### src/rtl/formant_pkg.sv
// Shared types and default widths for the formant datapath sequencers.
package formant_pkg;

  localparam int unsigned DEF_BIT_WIDTH = 32;
  localparam int unsigned DEF_I         = 160;

  typedef enum logic [1:0] {
    IDLE,
    LAUNCH,
    WAIT,
    GAP
  } state_t;

endpackage

### src/rtl/emin_row_sched_if.sv
// Bundles the controller, Emin-unit and Emin-buffer signals of emin_row_sched.
interface emin_row_sched_if
  import formant_pkg::*;
#(
  parameter int unsigned BIT_WIDTH = DEF_BIT_WIDTH,
  parameter int unsigned I         = DEF_I
);
  localparam int unsigned IW = $clog2(I);

  logic                 start_in;
  logic [IW-1:0]        first_i_in;
  logic [IW-1:0]        last_i_in;
  logic                 hold_in;
  logic [IW-1:0]        emin_i_out;
  logic                 emin_valid_out;
  logic                 emin_output_valid_in;
  logic [IW-1:0]        emin_j_in;
  logic [BIT_WIDTH-1:0] emin_data_in;
  logic                 emin_iter_done_in;
  logic                 wr_en_out;
  logic [IW-1:0]        wr_i_out;
  logic [IW-1:0]        wr_j_out;
  logic [BIT_WIDTH-1:0] wr_data_out;
  logic                 busy_out;
  logic                 done_out;
  logic                 err_out;

  // Scheduler side.
  modport slave (
    input  start_in, first_i_in, last_i_in, hold_in,
           emin_output_valid_in, emin_j_in, emin_data_in, emin_iter_done_in,
    output emin_i_out, emin_valid_out, wr_en_out, wr_i_out, wr_j_out,
           wr_data_out, busy_out, done_out, err_out
  );

  // Controller / Emin unit / buffer side.
  modport master (
    output start_in, first_i_in, last_i_in, hold_in,
           emin_output_valid_in, emin_j_in, emin_data_in, emin_iter_done_in,
    input  emin_i_out, emin_valid_out, wr_en_out, wr_i_out, wr_j_out,
           wr_data_out, busy_out, done_out, err_out
  );

endinterface

### src/rtl/emin_seq_check.sv
// Per-row j-sequence checker: expected-j counter plus final-j check; flags errors combinationally.
module emin_seq_check
  import formant_pkg::*;
#(
  parameter int unsigned I = DEF_I
) (
  input  logic                 clk_in,
  input  logic                 rst_in,
  input  logic                 i_clear,
  input  logic                 i_valid,
  input  logic                 i_iter_done,
  input  logic [$clog2(I)-1:0] i_j,
  input  logic [$clog2(I)-1:0] i_cur_i,
  output logic                 o_err
);

  logic [$clog2(I)-1:0] r_exp_j;

  always_ff @(posedge clk_in) begin
    if (rst_in || i_clear) begin
      r_exp_j <= '0;
    end else if (i_valid) begin
      r_exp_j <= r_exp_j + 1'b1;
    end
  end

  // A row-ending strobe without data, or ending on the wrong j, is a short/long row.
  always_comb begin
    o_err = 1'b0;
    if (i_valid && (i_j != r_exp_j)) begin
      o_err = 1'b1;
    end
    if (i_iter_done && (!i_valid || (i_j != i_cur_i))) begin
      o_err = 1'b1;
    end
  end

endmodule

### src/rtl/emin_row_sched.sv
// Emin row sequencer: launches rows first_i..last_i, registers buffer writes, tracks errors.
// Optional per-row watchdog enabled by defining EMIN_ROW_SCHED_WATCHDOG_EN.
module emin_row_sched
  import formant_pkg::*;
#(
  parameter int unsigned BIT_WIDTH       = DEF_BIT_WIDTH,
  parameter int unsigned I               = DEF_I,
  parameter int unsigned WATCHDOG_CYCLES = 4096
) (
  input logic             clk_in,
  input logic             rst_in,
  emin_row_sched_if.slave bus
);

  localparam int unsigned IW = $clog2(I);

  state_t               r_state;
  logic [IW-1:0]        r_cur_i;
  logic [IW-1:0]        r_last_i;
  logic                 r_emin_valid;
  logic                 r_wr_en;
  logic [IW-1:0]        r_wr_i;
  logic [IW-1:0]        r_wr_j;
  logic [BIT_WIDTH-1:0] r_wr_data;
  logic                 r_busy;
  logic                 r_done;
  logic                 r_err;

  logic w_in_wait;
  logic w_launch;
  logic w_bad_range;
  logic w_stray;
  logic w_seq_err;
  logic w_wd_expire;

  assign w_in_wait   = (r_state == WAIT);
  assign w_launch    = (r_state == LAUNCH) && !bus.hold_in;
  assign w_bad_range = (bus.first_i_in > bus.last_i_in) || (32'(bus.last_i_in) >= I);
  assign w_stray     = bus.emin_output_valid_in && !w_in_wait;

  emin_seq_check #(
    .I(I)
  ) u_seq_check (
    .clk_in      (clk_in),
    .rst_in      (rst_in),
    .i_clear     (w_launch),
    .i_valid     (w_in_wait && bus.emin_output_valid_in),
    .i_iter_done (w_in_wait && bus.emin_iter_done_in),
    .i_j         (bus.emin_j_in),
    .i_cur_i     (r_cur_i),
    .o_err       (w_seq_err)
  );

`ifdef EMIN_ROW_SCHED_WATCHDOG_EN
  localparam int unsigned WDW = $clog2(WATCHDOG_CYCLES + 1);
  logic [WDW-1:0] r_wd_cnt;

  always_ff @(posedge clk_in) begin
    if (rst_in || w_launch) begin
      r_wd_cnt <= '0;
    end else if (w_in_wait) begin
      r_wd_cnt <= r_wd_cnt + 1'b1;
    end
  end

  assign w_wd_expire = w_in_wait && (r_wd_cnt == WDW'(WATCHDOG_CYCLES - 1));
`else
  logic w_unused_wd;
  assign w_unused_wd = (WATCHDOG_CYCLES != 0);
  assign w_wd_expire = 1'b0;
`endif

  always_ff @(posedge clk_in) begin
    if (rst_in) begin
      r_state      <= IDLE;
      r_cur_i      <= '0;
      r_last_i     <= '0;
      r_emin_valid <= 1'b0;
      r_wr_en      <= 1'b0;
      r_wr_i       <= '0;
      r_wr_j       <= '0;
      r_wr_data    <= '0;
      r_busy       <= 1'b0;
      r_done       <= 1'b0;
      r_err        <= 1'b0;
    end else begin
      r_emin_valid <= 1'b0;
      r_wr_en      <= 1'b0;
      r_done       <= 1'b0;
      if (w_seq_err || w_stray) begin
        r_err <= 1'b1;
      end
      unique case (r_state)
        IDLE: begin
          if (bus.start_in) begin
            if (w_bad_range) begin
              r_err  <= 1'b1;
              r_done <= 1'b1;
            end else begin
              // A stray result in the start cycle still wins over the clear.
              r_err    <= w_stray;
              r_cur_i  <= bus.first_i_in;
              r_last_i <= bus.last_i_in;
              r_busy   <= 1'b1;
              r_state  <= LAUNCH;
            end
          end
        end
        LAUNCH: begin
          if (!bus.hold_in) begin
            r_emin_valid <= 1'b1;
            r_state      <= WAIT;
          end
        end
        WAIT: begin
          if (bus.emin_output_valid_in) begin
            r_wr_en   <= 1'b1;
            r_wr_i    <= r_cur_i;
            r_wr_j    <= bus.emin_j_in;
            r_wr_data <= bus.emin_data_in;
          end
          if (bus.emin_iter_done_in) begin
            r_state <= GAP;
          end else if (w_wd_expire) begin
            r_err   <= 1'b1;
            r_done  <= 1'b1;
            r_busy  <= 1'b0;
            r_state <= IDLE;
          end
        end
        GAP: begin
          if (r_cur_i == r_last_i) begin
            r_done  <= 1'b1;
            r_busy  <= 1'b0;
            r_state <= IDLE;
          end else begin
            r_cur_i <= r_cur_i + 1'b1;
            r_state <= LAUNCH;
          end
        end
        default: r_state <= IDLE;
      endcase
    end
  end

  assign bus.emin_i_out     = r_cur_i;
  assign bus.emin_valid_out = r_emin_valid;
  assign bus.wr_en_out      = r_wr_en;
  assign bus.wr_i_out       = r_wr_i;
  assign bus.wr_j_out       = r_wr_j;
  assign bus.wr_data_out    = r_wr_data;
  assign bus.busy_out       = r_busy;
  assign bus.done_out       = r_done;
  assign bus.err_out        = r_err;

endmodule

### src/flat_wrapper.sv
// flat-port wrapper written by rule: the top's interface ports become plain ports
module emin_row_sched_flat import formant_pkg::*;
#(
  parameter int unsigned BIT_WIDTH       = DEF_BIT_WIDTH,
  parameter int unsigned I               = DEF_I,
  parameter int unsigned WATCHDOG_CYCLES = 4096
)
  (clk_in, rst_in, bus_start_in, bus_first_i_in, bus_last_i_in, bus_hold_in, bus_emin_output_valid_in, bus_emin_j_in, bus_emin_data_in, bus_emin_iter_done_in, bus_emin_i_out, bus_emin_valid_out, bus_wr_en_out, bus_wr_i_out, bus_wr_j_out, bus_wr_data_out, bus_busy_out, bus_done_out, bus_err_out);
  emin_row_sched_if #(.BIT_WIDTH(BIT_WIDTH), .I(I)) bus_i ();
  input logic clk_in;
  input logic rst_in;
  input wire logic [$bits(bus_i.start_in)-1:0] bus_start_in;
  input wire logic [$bits(bus_i.first_i_in)-1:0] bus_first_i_in;
  input wire logic [$bits(bus_i.last_i_in)-1:0] bus_last_i_in;
  input wire logic [$bits(bus_i.hold_in)-1:0] bus_hold_in;
  input wire logic [$bits(bus_i.emin_output_valid_in)-1:0] bus_emin_output_valid_in;
  input wire logic [$bits(bus_i.emin_j_in)-1:0] bus_emin_j_in;
  input wire logic [$bits(bus_i.emin_data_in)-1:0] bus_emin_data_in;
  input wire logic [$bits(bus_i.emin_iter_done_in)-1:0] bus_emin_iter_done_in;
  output wire logic [$bits(bus_i.emin_i_out)-1:0] bus_emin_i_out;
  output wire logic [$bits(bus_i.emin_valid_out)-1:0] bus_emin_valid_out;
  output wire logic [$bits(bus_i.wr_en_out)-1:0] bus_wr_en_out;
  output wire logic [$bits(bus_i.wr_i_out)-1:0] bus_wr_i_out;
  output wire logic [$bits(bus_i.wr_j_out)-1:0] bus_wr_j_out;
  output wire logic [$bits(bus_i.wr_data_out)-1:0] bus_wr_data_out;
  output wire logic [$bits(bus_i.busy_out)-1:0] bus_busy_out;
  output wire logic [$bits(bus_i.done_out)-1:0] bus_done_out;
  output wire logic [$bits(bus_i.err_out)-1:0] bus_err_out;
  assign bus_i.start_in = bus_start_in;
  assign bus_i.first_i_in = bus_first_i_in;
  assign bus_i.last_i_in = bus_last_i_in;
  assign bus_i.hold_in = bus_hold_in;
  assign bus_i.emin_output_valid_in = bus_emin_output_valid_in;
  assign bus_i.emin_j_in = bus_emin_j_in;
  assign bus_i.emin_data_in = bus_emin_data_in;
  assign bus_i.emin_iter_done_in = bus_emin_iter_done_in;
  assign bus_emin_i_out = bus_i.emin_i_out;
  assign bus_emin_valid_out = bus_i.emin_valid_out;
  assign bus_wr_en_out = bus_i.wr_en_out;
  assign bus_wr_i_out = bus_i.wr_i_out;
  assign bus_wr_j_out = bus_i.wr_j_out;
  assign bus_wr_data_out = bus_i.wr_data_out;
  assign bus_busy_out = bus_i.busy_out;
  assign bus_done_out = bus_i.done_out;
  assign bus_err_out = bus_i.err_out;
  emin_row_sched #(.BIT_WIDTH(BIT_WIDTH), .I(I), .WATCHDOG_CYCLES(WATCHDOG_CYCLES)) u_core (.clk_in(clk_in), .rst_in(rst_in), .bus(bus_i));
endmodule
### config.mk
export PLATFORM = sky130hd
export DESIGN_NAME = emin_row_sched_flat
export DESIGN_NICKNAME = d
export VERILOG_FILES = /design/src/rtl/formant_pkg.sv /design/src/rtl/emin_row_sched_if.sv /design/src/rtl/emin_seq_check.sv /design/src/rtl/emin_row_sched.sv /design/src/flat_wrapper.sv
export SDC_FILE = /design/constraint.sdc
export NUM_CORES = 1
export LEC_CHECK = 0
export ABC_AREA = 0
export BUFFER_PORTS_ARGS = -buffer_cell sky130_fd_sc_hd__clkbuf_2
export CORE_UTILIZATION = 30
export CTS_CLUSTER_SIZE = 25
export DETAILED_ROUTE_END_ITERATION = 8
export GPL_ROUTABILITY_DRIVEN = 1
export SYNTH_ARGS = -nofsm -noshare
export SYNTH_HDL_FRONTEND = slang
export SYNTH_SLANG_ARGS = --single-unit
### constraint.sdc
create_clock -name clk_in -period 2.65 [get_ports clk_in]
set_input_delay 0.53 -clock clk_in [delete_from_list [all_inputs] [get_ports clk_in]]
set_output_delay 0.53 -clock clk_in [all_outputs]
set_load 0.03 [all_outputs]
==> out/metrics.csv <==
stage,metric,value,unit
clock_network,clk_path_buf_depth,2,
min_path,hold_class,input pin to flop,
power_and_ir_drop,p_per_area,689,nW/um^2
global_routing,grt_antenna_before_repair,0,
timing,drv_slew,0,
detailed_routing,vias,3425,
critical_path,critical_path_required,2.92,ns
timing,hold_violations,0,
synth,avgSynthCellArea,8.35,sq um
timing,period_needed,2.15,ns
floorplan,start_util,0.309,
floorplan,die-area,12900,sq um
floorplan,core_area,12100,sq um
detailed_routing,drtIter0Drc,217,
detailed_routing,ant_nets,0,
detailed_routing,dr.pass1.iters,4,
critical_path,timing.rr.end,u_core.bus.emin_i_out[0],
clock_network,cts_setup_buffers,0,
detailed_routing,wl_per_cell,13.3,um
synth,ys_seq_elements,79,
synth,syn_inst,446,
synth,ys_seq_area_frac,0.425,
timing,rsz0062_at_grt,false,
global_routing,grt_pass1_wl,16000,um
global_routing,grt_usage,0.159,
critical_path,arrival,2.41,ns
timing,finalWorstSetupSlack,0.504,ns
critical_path,worstRegToRegCells,8,
power_and_ir_drop,power_leakage,0.00201,uW
detailed_routing,vias_per_cell,4.67,
job,maxCapViolCount,0,
finish,nFillCells,1249,
critical_path,r2r_setup_slack,0.52,ns
synth,synth_edf_count,0,
detailed_routing,drc_errors,0,
finish,layout_commonest_cell,clkbuf_2,
min_path,holdPathStages,3,
clock_network,clock-root-buffer,clkbuf_16,
timing,fin_worst_skew,0.00539,ns
min_path,hold_start,bus_emin_data_in[7],
clock_network,clock_latency,0.33,ns
power_and_ir_drop,ir_drop,0.000353,V
floorplan,die_y,113,um
clock_network,ctsHoldBuffers,0,
critical_path,timing.rr.start,u_core.r_state[0],
global_routing,grt_max_degree,52,
critical_path,cp-start-kind,input pin,
placed_design,pre_cts_ws,0.171,ns
critical_path,path_class,input pin to flop,
synth,ys_types,46,
clock_network,cts_tree,done,
critical_path,cp_max_fo,16,
floorplan,die_w,113,um
synth,async_flop_share,0,
synth,syn_area,3720,sq um
floorplan,boundaryPins,123,
finish,drive_gt1_frac,0.306,
clock_network,clock-sinks,79,
critical_path,worstSetupEndpointType,flop,
synth,yosysWarningCount,0,
timing,worst_slew_pin_slew,0.521,ns
clock_network,cts.clk_slew.worst_paths,0.06,ns
clock_network,cts_buffers,9,
synth,synth_nets,522,
global_routing,grt-ovfl-total,0,
min_path,min_to,u_core.bus.wr_data_out[7],
finish,antennaDiodeCount,0,
clock_network,h-tree-depth,3,
finish,synthToLayoutAreaGrowth,29.3,%
floorplan,rows,40,
timing,timing.slew.headroom,0.653,
placed_design,place_congestion,0.780,
timing,finalCritPeriodShare,0.810,
finish,final_cell_mix,"clkbuf_2, nand2_1, dfxtp_1, a21oi_1, nor2_1",
detailed_routing,routed_wl,9740,um
timing,maxClockFrequency,466,MHz
finish,final_net_count,636,
timing,setup_tns,0,ns
synth,synth_ff_type,dfxtp_1,
clock_network,cts_resized,0,
global_routing,grt_pass1_vias,3279,
placed_design,dp_hpwl,7200,um
placed_design,io_buffers,122,
timing,finalSetupViolations,0,
outcome,status,completed,
## worst max-delay path, stage by stage
cell	delay, ns
clkbuf_2	0.12
inv_1	0.05
ha_1	0.31
a21o_1	0.22
a21oi_4	0.19
a31oi_2	0.19
a31o_4	0.38
a211o_1	0.28
a21oi_1	0.13
## state kept, by name (all words and copies together) (netlist names)
signal,flops
u_core.bus.busy_out,1
u_core.r_last_i,8
u_core.bus.done_out,1
u_core.bus.wr_i_out,8
u_core.bus.wr_data_out,32
u_core.u_seq_check.r_exp_j,8
u_core.bus.wr_en_out,1
u_core.bus.err_out,1
u_core.r_state,2
u_core.bus.emin_valid_out,1
u_core.bus.emin_i_out,8
u_core.bus.wr_j_out,8
## logic make-up (layout without fill, tap and decap cells)
group | Yosys count | in the layout | synth area share
buf+inv | 45 | 164 | 0.0497
fa+ha+maj | 14 | 14 | 0.0470
simple gates | 170 | 170 | 0.200
mux | 10 | 10 | 0.0269
xor+xnor | 29 | 29 | 0.0682
flops | 79 | 79 | 0.425
compound gates | 99 | 99 | 0.184
## routing by layer
layer,track usage,routed length [um]
met3,0.0409,455
met2,0.263,4570
met4,0.0526,153
met1,0.202,4560
met5,0,0
## per-stage QoR
stage                     total power [uW]  cell area [sq um]  cells  hold WS [ns]   util
after floorplan                       1880               3720    446         0.470      -
after global placement                2090               4520    717         0.441  0.374
after detailed placement              2110               4520    717         0.446  0.374
after CTS                             3370               4810    733         0.403  0.399
after global routing                  3500               4810    733         0.401  0.399
final                                 3320               4810    733         0.416  0.399
## layout make-up
class                      count  area [sq um]  area share
timing repair buffer         133           706       0.147
clock buffer                  10           239      0.0496
multi-input combinational    322          1960       0.407
tap                          168           210      0.0437
clock inverter                 6          60.1      0.0125
sequential                    79          1580       0.328
inverter                      15          56.3      0.0117
## cell usage after synthesis, types with 2 or more instances
library cell    n  area [sq um]
a21oi_2         5          43.8
o31ai_1         2          15.0
a211oi_1        2          15.0
o21ai_0         6          30.0
buf_2           4          20.0
xnor2_1        14           123
clkbuf_2        3          15.0
nand3_1         4          20.0
mux2i_1        10           100
or3_1           3          18.8
xor2_1         15           131
o32ai_2         5          81.3
nand2b_1        2          12.5
dfxtp_1        79          1580
a21o_1          2          15.0
a21oi_1        63           315
clkbuf_1       20          75.1
a31oi_1         3          18.8
nand4_1         7          43.8
nand3_2         2          20.0
a21oi_4         2          32.5
buf_1           2          7.51
nor4_1          3          18.8
nor2_1         19          71.3
nand2_1       115           432
ha_1           14           175
or2_2           2          12.5
nor3_1          7          35.0
inv_1          14          52.6
## how the worst max path moves through the flow
| stage | start | endpoint | slack [ns] | depth (start not counted) |
|---|---|---|---|---|
| CTS | bus_last_i_in[6] | u_core.bus.emin_i_out[0] | 0.52 | 9 |
| floorplan | bus_last_i_in[6] | u_core.bus.emin_i_out[3] | 0.46 | 9 |
| global route | u_core.r_state[0] | u_core.bus.emin_i_out[0] | 0.30 | 8 |
| detailed placement | bus_last_i_in[6] | u_core.bus.emin_i_out[0] | 0.17 | 9 |
| finish | bus_last_i_in[6] | u_core.bus.emin_i_out[0] | 0.50 | 9 |
| global placement | bus_last_i_in[6] | u_core.bus.emin_i_out[0] | 0.22 | 9 |
## report_power, final
| group | total, uW | switching [uW] | internal [uW] | leakage [uW] |
|---|---|---|---|---|
| Sequential | 1330 | 63.6 | 1260 | 0.000639 |
| Combinational | 753 | 473 | 280 | 0.00123 |
| Clock | 1240 | 489 | 750 | 0.000144 |
| Total | 3320 | 1030 | 2290 | 0.00201 |
No activity file was read; power rests on OpenSTA's default activity.
